$ cat src/rtl/sd_spi_responder_if.sv
// SPI-mode SD link: the initiator (master) drives clock, data-in and chip select;
// the card (slave) drives the response line.
interface sd_spi_responder_if;
  logic SD_CLK;
  logic SD_MOSI;
  logic SD_CS;
  logic SD_MISO;

  modport master (output SD_CLK, SD_MOSI, SD_CS, input SD_MISO);
  modport slave  (input SD_CLK, SD_MOSI, SD_CS, output SD_MISO);
endinterface

$ cat src/rtl/sd_spi_responder.sv
// SPI-mode SD card target: parses command frames, answers R1/R3/R7 and serves CMD17
// block reads from a byte memory. Define SD_RESP_CRC16_EN to send real data CRC16s.
module sd_spi_responder #(
  parameter int unsigned MEM_AW    = 20,
  parameter int unsigned NCR_BYTES = 1,
  parameter int unsigned NAC_BYTES = 4,
  parameter logic [31:0] OCR_VALUE = 32'hC0FF8000
) (
  input  logic              iCLK,
  input  logic              Reset,
  sd_spi_responder_if.slave spi,
  output logic [MEM_AW-1:0] oMemAddress,
  output logic              oMemRead,
  input  logic [7:0]        iMemData,
  output logic              oIdle,
  output logic              oBusy
);

  // Only the argument bits that CMD8 echoes or CMD17 turns into a block index are kept.
  localparam int unsigned ARG_W = (MEM_AW > 21) ? MEM_AW - 9 : 12;

  typedef enum logic [3:0] {
    ST_WAIT_CMD, ST_RECV_ARG, ST_NCR, ST_SEND_R1, ST_SEND_EXTRA,
    ST_NAC, ST_SEND_TOKEN, ST_SEND_DATA, ST_SEND_CRC
  } state_e;

  logic [1:0]        sclk_sync_q, sclk_sync_d, mosi_sync_q, mosi_sync_d, cs_sync_q, cs_sync_d;
  logic              sclk_prev_q, sclk_prev_d;
  logic [2:0]        bit_cnt_q, bit_cnt_d;
  logic [6:0]        rx_q, rx_d;
  logic [7:0]        tx_q, tx_d;
  logic              miso_q, miso_d;
  state_e            state_q, state_d;
  logic [8:0]        cnt_q, cnt_d;
  logic [5:0]        cmd_q, cmd_d;
  logic [ARG_W-1:0]  arg_q, arg_d;
  logic [7:0]        r1_q, r1_d;
  logic [31:0]       extra_q, extra_d;
  logic              idle_q, idle_d, app_q, app_d, rd_ok_q, rd_ok_d;
  logic [MEM_AW-1:0] mem_addr_q, mem_addr_d;
  logic              mem_read_q, mem_read_d, fetch_q, fetch_d;
  logic [7:0]        data_q, data_d;

  logic              sclk_s, mosi_s, cs_s, sclk_rise, sclk_fall, byte_done;
  logic [7:0]        rx_byte, next_tx;
  logic              crc_clear, crc_step;
  logic [15:0]       crc_value;

  assign sclk_s    = sclk_sync_q[1];
  assign mosi_s    = mosi_sync_q[1];
  assign cs_s      = cs_sync_q[1];
  assign sclk_rise = sclk_s & ~sclk_prev_q;
  assign sclk_fall = ~sclk_s & sclk_prev_q;
  assign rx_byte   = {rx_q, mosi_s};

  always_comb begin
    // NOTE: every signal gets a default first so no path through the case tree infers a latch.
    sclk_sync_d = {sclk_sync_q[0], spi.SD_CLK};
    mosi_sync_d = {mosi_sync_q[0], spi.SD_MOSI};
    cs_sync_d   = {cs_sync_q[0], spi.SD_CS};
    sclk_prev_d = sclk_s;
    bit_cnt_d   = bit_cnt_q;
    rx_d        = rx_q;
    tx_d        = tx_q;
    miso_d      = miso_q;
    state_d     = state_q;
    cnt_d       = cnt_q;
    cmd_d       = cmd_q;
    arg_d       = arg_q;
    r1_d        = r1_q;
    extra_d     = extra_q;
    idle_d      = idle_q;
    app_d       = app_q;
    rd_ok_d     = rd_ok_q;
    mem_addr_d  = mem_addr_q;
    mem_read_d  = 1'b0;
    fetch_d     = mem_read_q;
    data_d      = fetch_q ? iMemData : data_q;
    byte_done   = 1'b0;
    next_tx     = 8'hFF;
    crc_clear   = 1'b0;
    crc_step    = 1'b0;

    // Deselect wins over any edge seen in the same cycle.
    if (cs_s) begin
      miso_d    = 1'b1;
      bit_cnt_d = '0;
      tx_d      = 8'hFF;
      cnt_d     = '0;
      state_d   = ST_WAIT_CMD;
    end else begin
      if (sclk_rise) begin
        rx_d      = rx_byte[6:0];
        bit_cnt_d = bit_cnt_q + 3'd1;
        byte_done = (bit_cnt_q == 3'd7);
      end
      if (sclk_fall) begin
        miso_d = tx_q[7];
        tx_d   = {tx_q[6:0], 1'b1};
      end
    end

    if (byte_done) begin
      unique case (state_q)
        ST_WAIT_CMD: begin
          if (rx_byte[7:6] == 2'b01) begin
            cmd_d   = rx_byte[5:0];
            cnt_d   = '0;
            state_d = ST_RECV_ARG;
          end
        end
        ST_RECV_ARG: begin
          if (cnt_q == 9'd4) begin
            // CRC byte done: decode with the pre-command idle flag.
            rd_ok_d = 1'b0;
            extra_d = '0;
            app_d   = (cmd_q == 6'd55);
            unique case (cmd_q)
              6'd0:  begin r1_d = 8'h01; idle_d = 1'b1; end
              6'd8:  begin r1_d = {7'b0, idle_q}; extra_d = {20'h0, arg_q[11:0]}; end
              6'd55: r1_d = {7'b0, idle_q};
              6'd41: begin
                if (app_q) begin r1_d = 8'h00; idle_d = 1'b0; end
                else r1_d = {5'b0, 1'b1, 1'b0, idle_q};
              end
              6'd58: begin r1_d = {7'b0, idle_q}; extra_d = OCR_VALUE; end
              6'd17: begin
                if (idle_q) r1_d = 8'h05;
                else begin r1_d = 8'h00; rd_ok_d = 1'b1; end
              end
              default: r1_d = {5'b0, 1'b1, 1'b0, idle_q};
            endcase
            cnt_d = '0;
            if (NCR_BYTES == 0) begin
              state_d = ST_SEND_R1;
              next_tx = r1_d;
            end else begin
              state_d = ST_NCR;
            end
          end else begin
            arg_d = {arg_q[ARG_W-9:0], rx_byte};
            cnt_d = cnt_q + 9'd1;
          end
        end
        ST_NCR: begin
          if (cnt_q == 9'(NCR_BYTES - 1)) begin
            state_d = ST_SEND_R1;
            next_tx = r1_q;
          end else begin
            cnt_d = cnt_q + 9'd1;
          end
        end
        ST_SEND_R1: begin
          cnt_d = '0;
          if (cmd_q == 6'd8 || cmd_q == 6'd58) begin
            state_d = ST_SEND_EXTRA;
            next_tx = extra_q[31:24];
            extra_d = {extra_q[23:0], 8'hFF};
          end else if (rd_ok_q) begin
            state_d = ST_NAC;
          end else begin
            state_d = ST_WAIT_CMD;
          end
        end
        ST_SEND_EXTRA: begin
          if (cnt_q == 9'd3) begin
            state_d = ST_WAIT_CMD;
          end else begin
            cnt_d   = cnt_q + 9'd1;
            next_tx = extra_q[31:24];
            extra_d = {extra_q[23:0], 8'hFF};
          end
        end
        ST_NAC: begin
          if (cnt_q == 9'(NAC_BYTES - 1)) begin
            state_d    = ST_SEND_TOKEN;
            next_tx    = 8'hFE;
            mem_read_d = 1'b1;
            mem_addr_d = {arg_q[MEM_AW-10:0], 9'b0};
            crc_clear  = 1'b1;
          end else begin
            cnt_d = cnt_q + 9'd1;
          end
        end
        ST_SEND_TOKEN: begin
          state_d    = ST_SEND_DATA;
          cnt_d      = '0;
          next_tx    = data_q;
          crc_step   = 1'b1;
          mem_read_d = 1'b1;
          mem_addr_d = mem_addr_q + MEM_AW'(1);
        end
        ST_SEND_DATA: begin
          if (cnt_q == 9'd511) begin
            state_d = ST_SEND_CRC;
            cnt_d   = '0;
            next_tx = crc_value[15:8];
          end else begin
            cnt_d    = cnt_q + 9'd1;
            next_tx  = data_q;
            crc_step = 1'b1;
            // The fetch runs one byte ahead, so the last load issues no read.
            if (cnt_q < 9'd510) begin
              mem_read_d = 1'b1;
              mem_addr_d = mem_addr_q + MEM_AW'(1);
            end
          end
        end
        ST_SEND_CRC: begin
          if (cnt_q == 9'd0) begin
            cnt_d   = 9'd1;
            next_tx = crc_value[7:0];
          end else begin
            state_d = ST_WAIT_CMD;
          end
        end
        default: state_d = ST_WAIT_CMD;
      endcase
      tx_d = next_tx;
    end
  end

  always_ff @(posedge iCLK) begin
    // NOTE: synchronous reset; all state updates use non-blocking assignments.
    if (Reset) begin
      sclk_sync_q <= '0;
      mosi_sync_q <= '1;
      cs_sync_q   <= '1;
      sclk_prev_q <= 1'b0;
      bit_cnt_q   <= '0;
      rx_q        <= '0;
      tx_q        <= 8'hFF;
      miso_q      <= 1'b1;
      state_q     <= ST_WAIT_CMD;
      cnt_q       <= '0;
      cmd_q       <= '0;
      arg_q       <= '0;
      r1_q        <= 8'hFF;
      extra_q     <= '0;
      idle_q      <= 1'b1;
      app_q       <= 1'b0;
      rd_ok_q     <= 1'b0;
      mem_addr_q  <= '0;
      mem_read_q  <= 1'b0;
      fetch_q     <= 1'b0;
      data_q      <= '0;
    end else begin
      sclk_sync_q <= sclk_sync_d;
      mosi_sync_q <= mosi_sync_d;
      cs_sync_q   <= cs_sync_d;
      sclk_prev_q <= sclk_prev_d;
      bit_cnt_q   <= bit_cnt_d;
      rx_q        <= rx_d;
      tx_q        <= tx_d;
      miso_q      <= miso_d;
      state_q     <= state_d;
      cnt_q       <= cnt_d;
      cmd_q       <= cmd_d;
      arg_q       <= arg_d;
      r1_q        <= r1_d;
      extra_q     <= extra_d;
      idle_q      <= idle_d;
      app_q       <= app_d;
      rd_ok_q     <= rd_ok_d;
      mem_addr_q  <= mem_addr_d;
      mem_read_q  <= mem_read_d;
      fetch_q     <= fetch_d;
      data_q      <= data_d;
    end
  end

`ifdef SD_RESP_CRC16_EN
  logic [15:0] crc_q, crc_d;

  function automatic logic [15:0] crc16_byte(input logic [15:0] crc, input logic [7:0] b);
    logic [15:0] r;
    r = crc ^ {b, 8'h00};
    for (int i = 0; i < 8; i++) r = r[15] ? ({r[14:0], 1'b0} ^ 16'h1021) : {r[14:0], 1'b0};
    return r;
  endfunction

  always_comb begin
    crc_d = crc_q;
    if (crc_clear)     crc_d = '0;
    else if (crc_step) crc_d = crc16_byte(crc_q, data_q);
  end

  always_ff @(posedge iCLK) begin
    if (Reset) crc_q <= '0;
    else       crc_q <= crc_d;
  end

  assign crc_value = crc_q;
`else
  logic unused_crc;
  assign unused_crc = crc_clear ^ crc_step;
  assign crc_value  = 16'hFFFF;
`endif

  assign spi.SD_MISO = miso_q;
  assign oMemAddress = mem_addr_q;
  assign oMemRead    = mem_read_q;
  assign oIdle       = idle_q;
  assign oBusy       = (state_q != ST_WAIT_CMD) && (state_q != ST_RECV_ARG);

endmodule
$ cat src/flat_wrapper.sv
// flat-port wrapper written by rule: the top's interface ports become plain ports
module sd_spi_responder_flat 
#(
  parameter int unsigned MEM_AW    = 20,
  parameter int unsigned NCR_BYTES = 1,
  parameter int unsigned NAC_BYTES = 4,
  parameter logic [31:0] OCR_VALUE = 32'hC0FF8000
)
  (iCLK, Reset, oMemAddress, oMemRead, iMemData, oIdle, oBusy, spi_SD_CLK, spi_SD_MOSI, spi_SD_CS, spi_SD_MISO);
  sd_spi_responder_if spi_i ();
  input  logic iCLK;
  input  logic Reset;
  output logic [MEM_AW-1:0] oMemAddress;
  output logic oMemRead;
  input  logic [7:0] iMemData;
  output logic oIdle;
  output logic oBusy;
  input wire logic [$bits(spi_i.SD_CLK)-1:0] spi_SD_CLK;
  input wire logic [$bits(spi_i.SD_MOSI)-1:0] spi_SD_MOSI;
  input wire logic [$bits(spi_i.SD_CS)-1:0] spi_SD_CS;
  output wire logic [$bits(spi_i.SD_MISO)-1:0] spi_SD_MISO;
  assign spi_i.SD_CLK = spi_SD_CLK;
  assign spi_i.SD_MOSI = spi_SD_MOSI;
  assign spi_i.SD_CS = spi_SD_CS;
  assign spi_SD_MISO = spi_i.SD_MISO;
  sd_spi_responder #(.MEM_AW(MEM_AW), .NCR_BYTES(NCR_BYTES), .NAC_BYTES(NAC_BYTES), .OCR_VALUE(OCR_VALUE)) u_core (.iCLK(iCLK), .Reset(Reset), .spi(spi_i), .oMemAddress(oMemAddress), .oMemRead(oMemRead), .iMemData(iMemData), .oIdle(oIdle), .oBusy(oBusy));
endmodule
$ cat config.mk
export PLATFORM = sky130hd
export DESIGN_NAME = sd_spi_responder_flat
export DESIGN_NICKNAME = d
export VERILOG_FILES = /design/src/rtl/sd_spi_responder_if.sv /design/src/rtl/sd_spi_responder.sv /design/src/flat_wrapper.sv
export SDC_FILE = /design/constraint.sdc
export NUM_CORES = 1
export LEC_CHECK = 0
export BUFFER_PORTS_ARGS = -buffer_cell sky130_fd_sc_hd__buf_4
export CORE_ASPECT_RATIO = 0.6
export CORE_UTILIZATION = 45
export DETAILED_ROUTE_END_ITERATION = 10
export GPL_TIMING_DRIVEN = 1
export HOLD_SLACK_MARGIN = 0.08
export PLACE_DENSITY_LB_ADDON = 0.2
export SYNTH_ARGS = -nofsm -noshare
export SYNTH_HDL_FRONTEND = slang
export SYNTH_SLANG_ARGS = --single-unit
$ cat constraint.sdc
create_clock -name iCLK -period 8.6 [get_ports iCLK]
set_clock_uncertainty 0.15 [all_clocks]
set_input_delay 0.86 -clock iCLK [delete_from_list [all_inputs] [get_ports iCLK]]
set_output_delay 0.86 -clock iCLK [all_outputs]
set_load 0.1 [all_outputs]
==> key figures <==
Min path
  – Hold crit path type: flop to flop

Logic synthesis
  – Main flop type after synthesis: dfxtp_1
  – Register bit total from synthesis: about 130
  – Async SR Flop Fraction: 0%
  – Syn_nets: 775
  – Mean Syn Cell Area: 8.29 um2
  – Post-synth top area share: 40.0%
  – Largest cells by area after synthesis: dfxtp_1 40%, a21oi_1 6.1%, mux2i_1 5.1%
  – Post-synthesis sequential area ratio: 40.0%
  – Yosys warns: 0
  – Post-synth EDFFs: 0
  – Netlist area before placement: between 6000 and 7000 um2
  – Library cells used by synthesis: 74
  – Synth Instances: 755
  – Area leader, netlist: dfxtp_1

Run status
  – Status: completed

CTS
  – H-tree Lvls: 4
  – CTS hold repair buffers: 0
  – Inserted Clock Buffers: 17
  – Clk root buf: clkbuf_16
  – Clock Pin Slew Worst Setup and Hold Paths: 0.06 ns
  – Clock buffer depth: 2
  – Worst skew pair latency: between 0.4 and 0.5 ns
  – Post-CTS Setup Bufs: 0
  – Post-CTS sizing: 0
  – CTS tree: yes
  – Sink Count: between 100 and 150

STA
  – Final Slew Violations: 0
  – Post-route minimum period: roughly 3.3 ns
  – Final Cycle Share: between 30% and 40%
  – Final setup viols: 0
  – Slew margin rel.: a little over a fifth
  – Final Hold Vio Count: 0
  – Setup TNS Final: 0 ns
  – Slew @ Worst Pin: around 1.2 ns
  – RSZ-0062 raised after global routing: false
  – Fmax: approximately 0.30 GHz

Critical path
  – Crit path DAT: 3.52 ns
  – Crit-path cells: nand3_1 > or2_2 > nor2_1 > ha_1 > nor2b_1 > o31ai_1 > a21o_1 > o21ai_0 > a21oi_1
  – Slowest Stage Delay on Critical Path: 0.78 ns
  – Buf+Inv Stages, Crit Path: 0
  – Slowest-stage cell, CP: dfxtp_1
  – Slack of the worst reg-to-reg path: about 5.3 ns
  – Startpoint types: flop
  – Critical Path RT: ~9 ns
  – Critical path class: flop to flop
  – Critical-path maximum fanout: 26
  – Crit-path leading delay family: compound AO/OA/AOI/OAI gates
  – Critical Path End Type: flop

Placement
  – Routability Congestion: around 0.9
  – Inst Count DP: 908
  – # port buffers: 36
  – DP HPWL: between 10,000 and 15,000 um

Finish
  – Most frequent cells in the layout: 125 x dfxtp_1, 76 x a21oi_1, 70 x nor2_1
  – Share of layout cells above drive strength 1: 12.0%
  – Layout area overhead: 13.6%
  – Most common cell after layout, fill and taps aside: dfxtp_1
  – N_diodes: 0
  – Final std cells w/o fill: between 900 and 1,000
  – Fillers: roughly 1,200
  – Finished Core Util: roughly 54%
  – NumNets Final: between 700 and 800

Die
  – Row cnt: 32
  – Core area: approximately 13,000 um2
  – IO Count: 37
  – Initial Util: 47.3%
  – DIE HEIGHT: slightly above 90 um
  – DIE WIDTH: between 150 and 200 um
  – Die ar.: between 10,000 and 15,000 um2

Global route
  – Largest net degree at the start of global routing: 112
  – Initial antenna violation count: 0
  – Gr usage total: between 20% and 30%
  – GRT Residual Overflow: 0
  – First-pass GRT wire length: about 28,000 um
  – Vias in the first global route: 5,317

Drt
  – Total length of routed wires: ~17,000 um
  – Total vias in the final route: 5,907
  – Routed Antenna Nets: 0
  – Drt wl/cell: about 18 um
  – DRT iter0 DRCs: 664
  – First-pass detailed-route iteration total: 5
  – Remaining DRCs: 0
  – Vias/cell: ~6.3

Power
  – Max IR drop VDD: 0.124 mV
  – Pleak: around 2.5 nW
  – Total power: 1.31 mW
  – PD cells: approximately 180 nW/um2

Run
  – Max-cap violations: 0
through the flow:
stage	setup slack (ns)	hold WS, ns	area [um2]
floorplan	5.60	0.239	6260
global placement	5.44	0.244	6540
detailed placement	5.33	0.244	6540
CTS	5.30	0.268	7110
global route	4.97	0.277	7110
finish	5.26	0.264	7110
worst reg2reg max path: cells and delay by family (launching register included):
| kind | cells | cell delay, ns |
|---|---|---|
| AND/OR/NAND/NOR | 4 | 0.84 |
| adder cells (fa/ha/maj) | 1 | 0.21 |
| AO/OA/AOI/OAI | 4 | 1.27 |
| flip-flops | 1 | 0.78 |
sequential cells by signal, summed over array words and instances (netlist names):
register / cells
u_core.mosi_sync_q: 2
u_core.extra_q: 32
u_core.fetch_q: 1
u_core.data_q: 8
u_core.cmd_q: 6
u_core.spi.SD_MISO: 1
u_core.sclk_prev_q: 1
u_core.arg_q: 12
u_core.state_q: 4
u_core.sclk_sync_q: 2
u_core.cs_sync_q: 2
u_core.app_q: 1
u_core.tx_q: 8
u_core.cnt_q: 9
u_core.oMemAddress: 20
u_core.rx_q: 7
u_core.rd_ok_q: 1
u_core.r1_q: 3
u_core.bit_cnt_q: 3
u_core.oMemRead: 1
u_core.oIdle: 1
cell families (layout without fill, tap and decap cells):
kind of cell               Yosys count  after routing  synth area share (%)
DFF                                125            125                  40.0
muxes                               32             32                  5.12
AOI/OAI and AO/OA                  222            222                  23.5
adders and majority gates            7              7                  1.40
buffers and inverters               74             88                  4.76
and+or+nand+nor                    292            292                  24.8
xor gates and xnor gates             3              3                 0.420
metal layers:
metal | track usage [%] | part of all wire (%)
met2 | 34.4 | 39
met1 | 37.4 | 50
met5 | 0 | 0
met4 | 6.42 | 0.61
met3 | 8.20 | 9.9
final timing paths:
path	from	endpoint	depth (start not counted)
setup / recovery	u_core.cnt_q[2]$_SDFF_PP0_	u_core.oMemAddress[15]$_SDFFE_PP0P_	9
hold / removal	u_core.cs_sync_q[0]$_SDFF_PP1_	u_core.cs_sync_q[1]$_SDFF_PP1_	1
setup reg to reg	u_core.cnt_q[2]$_SDFF_PP0_	u_core.oMemAddress[15]$_SDFFE_PP0P_	9
hold reg to reg	u_core.cs_sync_q[0]$_SDFF_PP1_	u_core.cs_sync_q[1]$_SDFF_PP1_	1
where the power goes:
part	leakage, nW	internal (mW)	switching (mW)
Sequential	1.01	0.582	0.00206
Combinational	1.21	0.00770	0.0135
Clock	0.277	0.427	0.276
Total	2.50	1.02	0.292
cells in the mapped netlist, drive strengths merged, types with 7 or more instances:
library cell / instances
ha: 7
clkbuf: 40
a21oi: 77
or4: 8
nand4: 18
buf: 17
a211oi: 28
nor2b: 19
nand2: 60
nor3: 23
o31ai: 7
a22oi: 13
dfxtp: 125
o21ai: 27
nor2: 70
or2: 7
nand3: 31
inv: 17
mux2i: 32
a221o: 7
nor4: 11
cell type report:
type | instances | area, um2 | area share (%)
multi-input combinational | 556 | 3460 | 48.6
clock inverter | 13 | 143 | 2.01
sequential | 125 | 2500 | 35.2
timing repair buffer | 40 | 300 | 4.23
tap | 170 | 213 | 2.99
clock buffer | 18 | 429 | 6.04
inverter | 17 | 63.8 | 0.898
(Power assumes the default switching activity.)
